===== config.mk =====
export PLATFORM = sky130hd
export DESIGN_NAME = lspc2_video_timing
export DESIGN_NICKNAME = d
export VERILOG_FILES = /design/src/rtl/lspc2_pkg.sv /design/src/rtl/lspc2_vdecode.sv /design/src/rtl/lspc2_video_timing.sv
export SDC_FILE = /design/constraint.sdc
export NUM_CORES = 1
export LEC_CHECK = 0
export BUFFER_PORTS_ARGS = -buffer_cell sky130_fd_sc_hd__buf_2
export CORE_UTILIZATION = 36
export CTS_CLUSTER_DIAMETER = 40
export CTS_CLUSTER_SIZE = 40
export DETAILED_ROUTE_END_ITERATION = 7
export GPL_TIMING_DRIVEN = 1
export HOLD_SLACK_MARGIN = 0.05
export SLEW_MARGIN = 25
export SYNTH_ARGS = -nofsm -noshare
export SYNTH_HDL_FRONTEND = slang
export SYNTH_SLANG_ARGS = --single-unit

===== constraint.sdc =====
create_clock -name CLK -period 3 [get_ports CLK]
set_input_delay 0.3 -clock CLK [delete_from_list [all_inputs] [get_ports CLK]]
set_output_delay 0.3 -clock CLK [all_outputs]
set_load 0.01 [all_outputs]

===== src/rtl/lspc2_pkg.sv =====
// Shared constants and types for the LSPC2 raster timing generator.
package lspc2_pkg;

  localparam logic [8:0] V_START_NTSC = 9'h0F8;
  localparam logic [8:0] V_START_PAL  = 9'h0C8;
  localparam logic [8:0] V_LAST       = 9'h1FF;
  localparam logic [8:0] VSYNC_FIRST  = 9'h0F8;
  localparam logic [8:0] VSYNC_LAST   = 9'h0FF;

  typedef enum logic {
    VMODE_NTSC = 1'b0,
    VMODE_PAL  = 1'b1
  } vmode_t;

  function automatic logic [8:0] v_start_of(input vmode_t mode);
    return (mode == VMODE_PAL) ? V_START_PAL : V_START_NTSC;
  endfunction

endpackage


===== src/rtl/lspc2_vdecode.sv =====
// Registered V-range decode for VSYNC_n, VBLANK and VBL_IRQ, updated on the edge V is written.
// One CLK from i_v_adv; no flow control, decodes hold while V holds.
module lspc2_vdecode
  import lspc2_pkg::*;
#(
  parameter logic [8:0] V_ACT_START = 9'h110,
  parameter logic [8:0] V_ACT_END   = 9'h1F0
) (
  input  logic       CLK,
  input  logic       nRESETP,
  input  logic       i_v_adv,
  input  logic [8:0] i_v_nxt,
  output logic       o_vsync_n,
  output logic       o_vblank,
  output logic       o_vbl_irq
);

  logic r_vsync_n;
  logic r_vblank;
  logic r_vbl_irq;

  always_ff @(posedge CLK) begin
    if (!nRESETP) begin
      r_vsync_n <= 1'b0;
      r_vblank  <= 1'b1;
      r_vbl_irq <= 1'b0;
    end else begin
      r_vbl_irq <= i_v_adv && (i_v_nxt == V_ACT_END);
      if (i_v_adv) begin
        r_vsync_n <= !((i_v_nxt >= VSYNC_FIRST) && (i_v_nxt <= VSYNC_LAST));
        r_vblank  <= (i_v_nxt < V_ACT_START) || (i_v_nxt >= V_ACT_END);
      end
    end
  end

  assign o_vsync_n = r_vsync_n;
  assign o_vblank  = r_vblank;
  assign o_vbl_irq = r_vbl_irq;

endmodule


===== src/rtl/lspc2_video_timing.sv =====
// LSPC2 raster timing: H/V counters, syncs, blanks, line/frame strobes and VBLANK IRQ.
// Registered outputs one CLK after an enabled edge; no backpressure, state holds while the enable is low.
module lspc2_video_timing
  import lspc2_pkg::*;
#(
  parameter int         H_TOTAL     = 384,
  parameter int         HSYNC_W     = 32,
  parameter int         H_ACT_START = 30,
  parameter int         H_ACT_W     = 320,
  parameter logic [8:0] V_ACT_START = 9'h110,
  parameter logic [8:0] V_ACT_END   = 9'h1F0
) (
  input  logic       CLK,
  input  logic       nRESETP,
  input  logic       LSPC_EN_6M_P,
  input  logic       VMODE,
  output logic [8:0] H_CNT,
  output logic [8:0] V_CNT,
  output logic       HSYNC_n,
  output logic       VSYNC_n,
  output logic       HBLANK,
  output logic       VBLANK,
  output logic       LINE_START,
  output logic       FRAME_START,
  output logic       VBL_IRQ,
  output logic [7:0] FRAME_CNT
);

  localparam logic [8:0] H_LAST      = 9'(H_TOTAL - 1);
  localparam logic [8:0] H_SYNC_END  = 9'(HSYNC_W);
  localparam logic [8:0] H_ACT_FIRST = 9'(H_ACT_START);
  localparam logic [8:0] H_ACT_END   = 9'(H_ACT_START + H_ACT_W);

  logic [8:0] r_h;
  logic [8:0] r_v;
  vmode_t     r_mode;
  logic [7:0] r_frame_cnt;
  logic       r_hsync_n;
  logic       r_hblank;
  logic       r_line_start;
  logic       r_frame_start;

  logic       w_h_wrap;
  logic       w_v_wrap;
  logic       w_v_adv;
  logic [8:0] w_h_nxt;
  logic [8:0] w_v_nxt;

  assign w_h_wrap = (r_h == H_LAST);
  assign w_v_wrap = (r_v == V_LAST);
  assign w_v_adv  = LSPC_EN_6M_P && w_h_wrap;
  assign w_h_nxt  = w_h_wrap ? 9'd0 : r_h + 9'd1;

  // The mode sampled on the wrap edge picks the start line loaded on that same edge.
  always_comb begin
    w_v_nxt = r_v;
    if (w_v_adv) begin
      w_v_nxt = w_v_wrap ? v_start_of(vmode_t'(VMODE)) : r_v + 9'd1;
    end
  end

  always_ff @(posedge CLK) begin
    if (!nRESETP) begin
      r_h           <= 9'd0;
      r_v           <= V_START_NTSC;
      r_mode        <= VMODE_NTSC;
      r_frame_cnt   <= 8'd0;
      r_hsync_n     <= 1'b0;
      r_hblank      <= 1'b1;
      r_line_start  <= 1'b0;
      r_frame_start <= 1'b0;
    end else begin
      r_line_start  <= 1'b0;
      r_frame_start <= 1'b0;
      if (LSPC_EN_6M_P) begin
        r_h          <= w_h_nxt;
        r_hsync_n    <= !(w_h_nxt < H_SYNC_END);
        r_hblank     <= (w_h_nxt < H_ACT_FIRST) || (w_h_nxt >= H_ACT_END);
        r_line_start <= w_h_wrap;
        if (w_h_wrap) begin
          r_v <= w_v_nxt;
          if (w_v_wrap) begin
            r_mode        <= vmode_t'(VMODE);
            r_frame_start <= 1'b1;
            r_frame_cnt   <= r_frame_cnt + 8'd1;
          end
        end
      end
    end
  end

  lspc2_vdecode #(
    .V_ACT_START (V_ACT_START),
    .V_ACT_END   (V_ACT_END)
  ) u_vdecode (
    .CLK       (CLK),
    .nRESETP   (nRESETP),
    .i_v_adv   (w_v_adv),
    .i_v_nxt   (w_v_nxt),
    .o_vsync_n (VSYNC_n),
    .o_vblank  (VBLANK),
    .o_vbl_irq (VBL_IRQ)
  );

  assign H_CNT       = r_h;
  assign V_CNT       = r_v;
  assign HSYNC_n     = r_hsync_n;
  assign HBLANK      = r_hblank;
  assign LINE_START  = r_line_start;
  assign FRAME_START = r_frame_start;
  assign FRAME_CNT   = r_frame_cnt;

endmodule


==> run summary, run 1 <==
OUTCOME
------------------------------------------------------------------------------------------------------
Run status                                                                                complete, but fails checks
Violated checks                                                                                    DRC

SYNTHESIS
------------------------------------------------------------------------------------------------------
Simple logic cell fraction of the synthesized area                                               27.1%
Synthesized net count                                                                              210
XOR/XNOR share of the synthesized area                                                           6.10%
Synth Cell Area                                                                             1720 sq um
Distinct cells, synth                                                                               48
Share of cell area taken by muxes after synthesis                                                3.48%
Count of flip-flops with a built-in enable after synthesis                                           0
Cells after synthesis                                                                              202
Post-synthesis adder-cell area fraction                                                          2.90%
Fraction of registers with async set or reset after synthesis                                       0%
Syn. warnings                                                                                        0
Sequential share of the synthesized area                                                         38.3%
Avg Synthesized Cell Area                                                                   8.54 sq um
Compound-gate portion of the synthesized area                                                    17.1%
Leading register cell type out of synthesis                                               sky130_fd_sc_hd__dfxtp_1
Number of register bits inferred by synthesis                                                       33
Main combinational cell family by area after synthesis                                    simple AND/OR/NAND/NOR gates

ROUTE
------------------------------------------------------------------------------------------------------
Vias per cell                                                                                     5.35
First-pass detailed-route iteration total                                                            6
Post-route antenna net violation count                                                               0
Total number of vias                                                                              1536
Remaining DRCs                                                                                       4
Wire per inst                                                                                  12.7 um
Final wirelength                                                                               3.64 mm
DRC marker count from the first detailed-route iteration                                            89

STA
------------------------------------------------------------------------------------------------------
RSZ-0062 raised after global routing                                                             false
Final Setup Violations                                                                               0
Setup Skew                                                                                  0.00775 ns
Number of endpoints with negative hold slack in the final report                                     0
Timing-limited maximum frequency                                                             0.390 GHz
Final max-slew violation count                                                                       0
Transition time at the pin with the least slew margin                                         0.657 ns
Post-route fraction of the period consumed by the critical path                                  85.4%
Sum Neg Setup Slack                                                                               0 ns
Minimum clock period after layout                                                              2.56 ns
Relative slew margins                                                                            55.6%

FLOORPLAN
------------------------------------------------------------------------------------------------------
Die outline area                                                                            5070 sq um
I/O pin total                                                                                       37
Core box area                                                                               4470 sq um
# rows                                                                                              24
Die span in x                                                                                  71.2 um
Initial standard-cell utilization of the core                                                    38.5%
Die Y-Extent                                                                                   71.2 um

FINAL LAYOUT
------------------------------------------------------------------------------------------------------
Number of nets in the layout                                                                       242
Multi-input logic area                                                                       977 sq um
Area growth from synthesis to final layout                                                       16.0%
Diodes inserted                                                                                      0
Count of placed standard cells in the final layout, fillers left out                               287
Commonest non-fill, non-tap cells in the layout                                           sky130_fd_sc_hd__buf_2, sky130_fd_sc_hd__dfxtp_1, sky130_fd_sc_hd__nand2_1
Fill cells                                                                                         439
Storage element area                                                                         661 sq um
Cell area after layout                                                                      2000 sq um
Proportion of layout cells with a drive suffix above 1                                           21.7%
Leading cell type in the layout, fill and taps excluded                                   sky130_fd_sc_hd__buf_2

CLOCK TREE
------------------------------------------------------------------------------------------------------
Clock sinks                                                                                         33
Total of cells resized after clock tree synthesis                                                    0
Clock tree from TritonCTS                                                                          yes
Post-CTS setup-driven buffer insertion count                                                         0
Clock tree root driver cell                                                               sky130_fd_sc_hd__clkbuf_8
Buffers from clock root to sink, at most                                                             2
H-tree level count                                                                                   2
TritonCTS Buffers                                                                                    5
Hold buffers post-CTS                                                                                0
Clock transition at the register clock pins on the worst setup and hold paths after CTS        0.07 ns
Clock latency on the worst-skew pair                                                           0.29 ns

SETUP PATH
------------------------------------------------------------------------------------------------------
CP max FO                                                                                           13
Crit path capture type                                                                       flip-flop
Data arrival time of the critical path                                                         2.78 ns
Category of the most critical setup path                                                       reg2reg
Worst endpoint required time                                                                   3.22 ns
Worst setup SP type                                                                          flip-flop

PLACE
------------------------------------------------------------------------------------------------------
Placer's final routability congestion estimate                                                   0.809
Area post-placement                                                                         1920 sq um
Detailed placement HPWL                                                                        2.57 mm
DP Cell Count                                                                                      279
Count of input and output buffers                                                                   36

MIN PATH
------------------------------------------------------------------------------------------------------
Classification of the worst-slack hold path                                                     in2reg

GLOBAL ROUTING
------------------------------------------------------------------------------------------------------
Global-route wire length before repair                                                         6.24 mm
Initial antenna violation count                                                                      0
Total congestion overflow                                                                            0
Largest net degree at the start of global routing                                                   31
Via count of the first global-routing pass                                                        1412
Total routing resource utilization after global routing                                          15.6%

PWR
------------------------------------------------------------------------------------------------------
Static Leakage                                                                                0.895 nW
Power density over the cells                                                               410 nW/um^2
Worst supply voltage drop on vdd                                                              0.202 mV

JOB
------------------------------------------------------------------------------------------------------
Number of violations of the max-capacitance limit                                                    0

==> flip-flops by register name (all words and copies together), names as in the netlist <==
register	flops
FRAME_CNT	8
FRAME_START	1
HBLANK	1
HSYNC_n	1
H_CNT	9
LINE_START	1
V_CNT	9
u_vdecode.o_vbl_irq	1
u_vdecode.o_vblank	1
u_vdecode.o_vsync_n	1
==> synthesized netlist by cell type, types with 2 or more instances <==
master                     instances  area share, %
sky130_fd_sc_hd__o211a_1           2            1.2
sky130_fd_sc_hd__nor3b_1           2           0.87
sky130_fd_sc_hd__nand3_1           7            2.0
sky130_fd_sc_hd__nor2b_1           5            1.8
sky130_fd_sc_hd__and4_1            3            1.5
sky130_fd_sc_hd__and2_1           12            4.4
sky130_fd_sc_hd__mux2i_1           6            3.5
sky130_fd_sc_hd__clkbuf_2          2           0.58
sky130_fd_sc_hd__a21oi_1           8            2.3
sky130_fd_sc_hd__o21ai_0          10            2.9
sky130_fd_sc_hd__a21boi_0          3            1.3
sky130_fd_sc_hd__nor3_1            2           0.58
sky130_fd_sc_hd__buf_4             2           0.87
sky130_fd_sc_hd__o22ai_1           3            1.1
sky130_fd_sc_hd__nand4_1           6            2.2
sky130_fd_sc_hd__and3_1            4            1.5
sky130_fd_sc_hd__nand2_1          24            5.2
sky130_fd_sc_hd__ha_1              4            2.9
sky130_fd_sc_hd__o21a_1            2           0.87
sky130_fd_sc_hd__a31oi_1           4            1.5
sky130_fd_sc_hd__dfxtp_1          33             38
sky130_fd_sc_hd__or4_1             2           0.87
sky130_fd_sc_hd__o31a_1            2            1.0
sky130_fd_sc_hd__inv_1             4           0.87
sky130_fd_sc_hd__nor2_1            9            2.0
sky130_fd_sc_hd__clkbuf_1          7            1.5
sky130_fd_sc_hd__or3_1             2           0.73
sky130_fd_sc_hd__xnor2_1          12            6.1
==> critical path, stage by stage (launching register included) <==
cell and delay [ns]:
sky130_fd_sc_hd__dfxtp_1 0.42, sky130_fd_sc_hd__ha_1 0.22, sky130_fd_sc_hd__and3_1 0.22, sky130_fd_sc_hd__nand2_1 0.09
sky130_fd_sc_hd__nor2_1 0.13, sky130_fd_sc_hd__ha_1 0.31, sky130_fd_sc_hd__buf_4 0.24, sky130_fd_sc_hd__a21oi_1 0.06
sky130_fd_sc_hd__nor2_1 0.10, sky130_fd_sc_hd__o22ai_1 0.12, sky130_fd_sc_hd__or4_1 0.48, sky130_fd_sc_hd__a21oi_1 0.12
==> where the power goes <==
part / internal [mW] / total, mW / switching (mW)
combinational: 0.0196 / 0.0458 / 0.0262
sequential: 0.445 / 0.453 / 0.00842
clock: 0.165 / 0.321 / 0.156
==> worst paths after layout <==
path	from	end	slack, ns	cells after the start
worst min-delay path	LSPC_EN_6M_P	H_CNT[7]	0.40	2
worst max register to register	V_CNT[0]	u_vdecode.o_vblank	0.44	11
worst max-delay path	V_CNT[0]	u_vdecode.o_vblank	0.44	11
worst min register to register	u_vdecode.o_vblank	u_vdecode.o_vblank	0.49	2
==> area by class of cell <==
cell class,count,share of cell area [%]
multi-input cells,151,48.8
flip-flops and latches,33,33.0
repair buffers,39,10.1
clock buffers,8,4.00
well taps,52,3.25
inverters,4,0.750
==> stage by stage <==
| step | setup slack [ns] | total power [mW] | util [%] | hold slack [ns] |
|---|---|---|---|---|
| global route | 0.111 | 0.861 | 44.7 | 0.423 |
| finish | 0.439 | 0.820 | 44.7 | 0.396 |
| CTS | 0.453 | 0.828 | 44.7 | 0.386 |
| detailed placement | 0.478 | 0.509 | 42.9 | 0.478 |
| global placement | 0.473 | 0.509 | 42.9 | 0.484 |
| floorplan | 0.565 | 0.493 | - | 0.444 |
==> cell families after synthesis <==
kind of cell    count (synthesis)
simple gates                   85
compound gates                 44
flops                          33
buf+inv                        18
xor+xnor                       12
mux                             6
fa+ha+maj                       4
==> per-layer routing <==
layer  global-route usage [%]  wire (um)
met5                        0          0
met4                     8.22         63
met3                     5.27        177
met2                     23.4       1540
met1                     19.8       1850
Note: power is estimated with default switching activity, not from simulation.
==> run 2, diff against run 1 <==
--- a/config.mk
+++ b/config.mk
@@ -12,6 +12,7 @@
 export DETAILED_ROUTE_END_ITERATION = 7
 export GPL_TIMING_DRIVEN = 1
 export HOLD_SLACK_MARGIN = 0.05
+export RECOVER_POWER = 50
 export SLEW_MARGIN = 25
 export SYNTH_ARGS = -nofsm -noshare
 export SYNTH_HDL_FRONTEND = slang
==> run summary, run 2 (synthesized netlist as in run 1, its figures left out) <==
FINAL LAYOUT
------------------------------------------------------------------------------------------------------
Area growth from synthesis to final layout                                                       13.6%
Diodes inserted                                                                                      0
Commonest non-fill, non-tap cells in the layout                                           sky130_fd_sc_hd__clkbuf_1, sky130_fd_sc_hd__dfxtp_1, sky130_fd_sc_hd__nand2_1
Proportion of layout cells with a drive suffix above 1                                           7.66%
Core utilization of the finished layout                                                          43.8%
Leading cell type in the layout, fill and taps excluded                                   sky130_fd_sc_hd__clkbuf_1
Number of nets in the layout                                                                       242
Count of placed standard cells in the final layout, fillers left out                               287

CLOCK TREE
------------------------------------------------------------------------------------------------------
Clock latency on the worst-skew pair                                                           0.29 ns
Buffers from clock root to sink, at most                                                             2
H-tree level count                                                                                   2
Clock tree root driver cell                                                               sky130_fd_sc_hd__clkbuf_8
Hold buffers post-CTS                                                                                0
Clock transition at the register clock pins on the worst setup and hold paths after CTS        0.07 ns
Post-CTS setup-driven buffer insertion count                                                         0
Clock tree from TritonCTS                                                                          yes
Total of cells resized after clock tree synthesis                                                    0
TritonCTS Buffers                                                                                    5
Clock sinks                                                                                         33

PWR
------------------------------------------------------------------------------------------------------
Internal power consumption                                                                      628 uW
Static Leakage                                                                                0.778 nW
Power density over the cells                                                               417 nW/um^2
Clock network fraction of total power                                                            39.2%
Total net switching power                                                                       190 uW
Fraction of power spent switching nets                                                           23.2%
Reg power frac                                                                                   55.5%
Logic pwr share                                                                                   5.4%
Worst supply voltage drop on vdd                                                              0.202 mV

SETUP PATH
------------------------------------------------------------------------------------------------------
Crit path capture type                                                                       flip-flop
Data arrival time of the critical path                                                         2.81 ns
Category of the most critical setup path                                                       reg2reg
Worst setup SP type                                                                          flip-flop
CP max FO                                                                                           13
Worst endpoint required time                                                                   3.21 ns

ROUTE
------------------------------------------------------------------------------------------------------
Remaining DRCs                                                                                       4
First-pass detailed-route iteration total                                                            6
Final wirelength                                                                               3.67 mm
DRC marker count from the first detailed-route iteration                                            99
Post-route antenna net violation count                                                               0
Total number of vias                                                                              1549
Wire per inst                                                                                  12.8 um
Vias per cell                                                                                     5.40

MIN PATH
------------------------------------------------------------------------------------------------------
Classification of the worst-slack hold path                                                     in2reg

GLOBAL ROUTING
------------------------------------------------------------------------------------------------------
Busiest grt layer                                                                                 met2
Total routing resource utilization after global routing                                          15.6%
Via count of the first global-routing pass                                                        1412
Largest net degree at the start of global routing                                                   31
Initial antenna violation count                                                                      0
Met3 layer usage reported by global route                                                        5.27%
Met1 usage                                                                                       19.8%
Total congestion overflow                                                                            0
Met2 demand-to-capacity share in global routing                                                  23.4%
Global-route wire length before repair                                                         6.24 mm

STA
------------------------------------------------------------------------------------------------------
Final Setup Violations                                                                               0
Sum Neg Setup Slack                                                                               0 ns
Final Worst Setup Slack                                                                       0.404 ns
Post-route worst hold slack                                                                   0.391 ns
RSZ-0062 raised after global routing                                                             false
Post-route fraction of the period consumed by the critical path                                  86.5%
Timing-limited maximum frequency                                                             0.385 GHz
Final max-slew violation count                                                                       0
Number of endpoints with negative hold slack in the final report                                     0
Setup Skew                                                                                  0.00748 ns
Relative slew margins                                                                            54.8%
Minimum clock period after layout                                                              2.60 ns
Transition time at the pin with the least slew margin                                         0.669 ns

OUTCOME
------------------------------------------------------------------------------------------------------
Violated checks                                                                                    DRC
Run status                                                                                complete, but fails checks

FLOORPLAN
------------------------------------------------------------------------------------------------------
Die Y-Extent                                                                                   71.2 um
Die outline area                                                                            5070 sq um
Core box area                                                                               4470 sq um
# rows                                                                                              24
Initial standard-cell utilization of the core                                                    38.5%
Die span in x                                                                                  71.2 um
I/O pin total                                                                                       37

PLACE
------------------------------------------------------------------------------------------------------
DP Cell Count                                                                                      279
Placer's final routability congestion estimate                                                   0.809
Count of input and output buffers                                                                   36
Worst slack at placement                                                                      0.478 ns
Detailed placement HPWL                                                                        2.57 mm

JOB
------------------------------------------------------------------------------------------------------
Number of violations of the max-capacitance limit                                                    0

-- run 2: cell types whose count changed in the layout (fill, tap and decap cells not counted) --
cell and change:
sky130_fd_sc_hd__buf_2 -32, sky130_fd_sc_hd__clkbuf_1 +32, sky130_fd_sc_hd__nand2_1 +1, sky130_fd_sc_hd__nand2_2 -1
-- run 2: path summary, 6_finish.rpt --
kind                            from                  to  slack, ns  depth (start not counted)
setup / recovery            V_CNT[0]  u_vdecode.o_vblank       0.40                         11
hold / removal          LSPC_EN_6M_P            H_CNT[7]       0.39                          2
setup reg to reg            V_CNT[0]  u_vdecode.o_vblank       0.40                         11
hold reg to reg   u_vdecode.o_vblank  u_vdecode.o_vblank       0.49                          2
-- run 2: cell type report --
cell class	instances	area [sq um]
fill	462	2520
multi-input combinational	151	975
sequential	33	661
timing repair buffer	39	163
clock buffer	8	80.1
tap	52	65.1
inverter	4	15.0
-- run 2: critical path: stages (launching register included) --
cell                      delay, ns
sky130_fd_sc_hd__dfxtp_1       0.43
sky130_fd_sc_hd__ha_1          0.22
sky130_fd_sc_hd__and3_1        0.22
sky130_fd_sc_hd__nand2_1       0.09
sky130_fd_sc_hd__nor2_1        0.13
sky130_fd_sc_hd__ha_1          0.32
sky130_fd_sc_hd__buf_4         0.24
sky130_fd_sc_hd__a21oi_1       0.06
sky130_fd_sc_hd__nor2_1        0.11
sky130_fd_sc_hd__o22ai_1       0.12
sky130_fd_sc_hd__or4_1         0.48
sky130_fd_sc_hd__a21oi_1       0.13
-- run 2: power by group through the flow --
stage / Clock (mW) / Sequential [mW] / Combinational (mW)
2_1_floorplan: 0 / 0.465 / 0.0288
3_3_place_gp: 0 / 0.463 / 0.0462
3_5_place_dp: 0 / 0.463 / 0.0461
4_1_cts: 0.329 / 0.453 / 0.0465
5_1_grt: 0.355 / 0.454 / 0.0499
6_report: 0.320 / 0.453 / 0.0438
-- run 2: routing by layer --
layer | wire length, um | part of all wire [%]
met3 | 181 | 4.9
met2 | 1560 | 43
met5 | 0 | 0
met1 | 1880 | 51
met4 | 50 | 1.4
-- run 2: per-stage QoR --
step	power, mW	instance area (sq um)
after floorplan	0.493	1720
after global routing	0.859	1960
final	0.817	1960
after global placement	0.509	1920
after detailed placement	0.509	1920
after CTS	0.828	2000
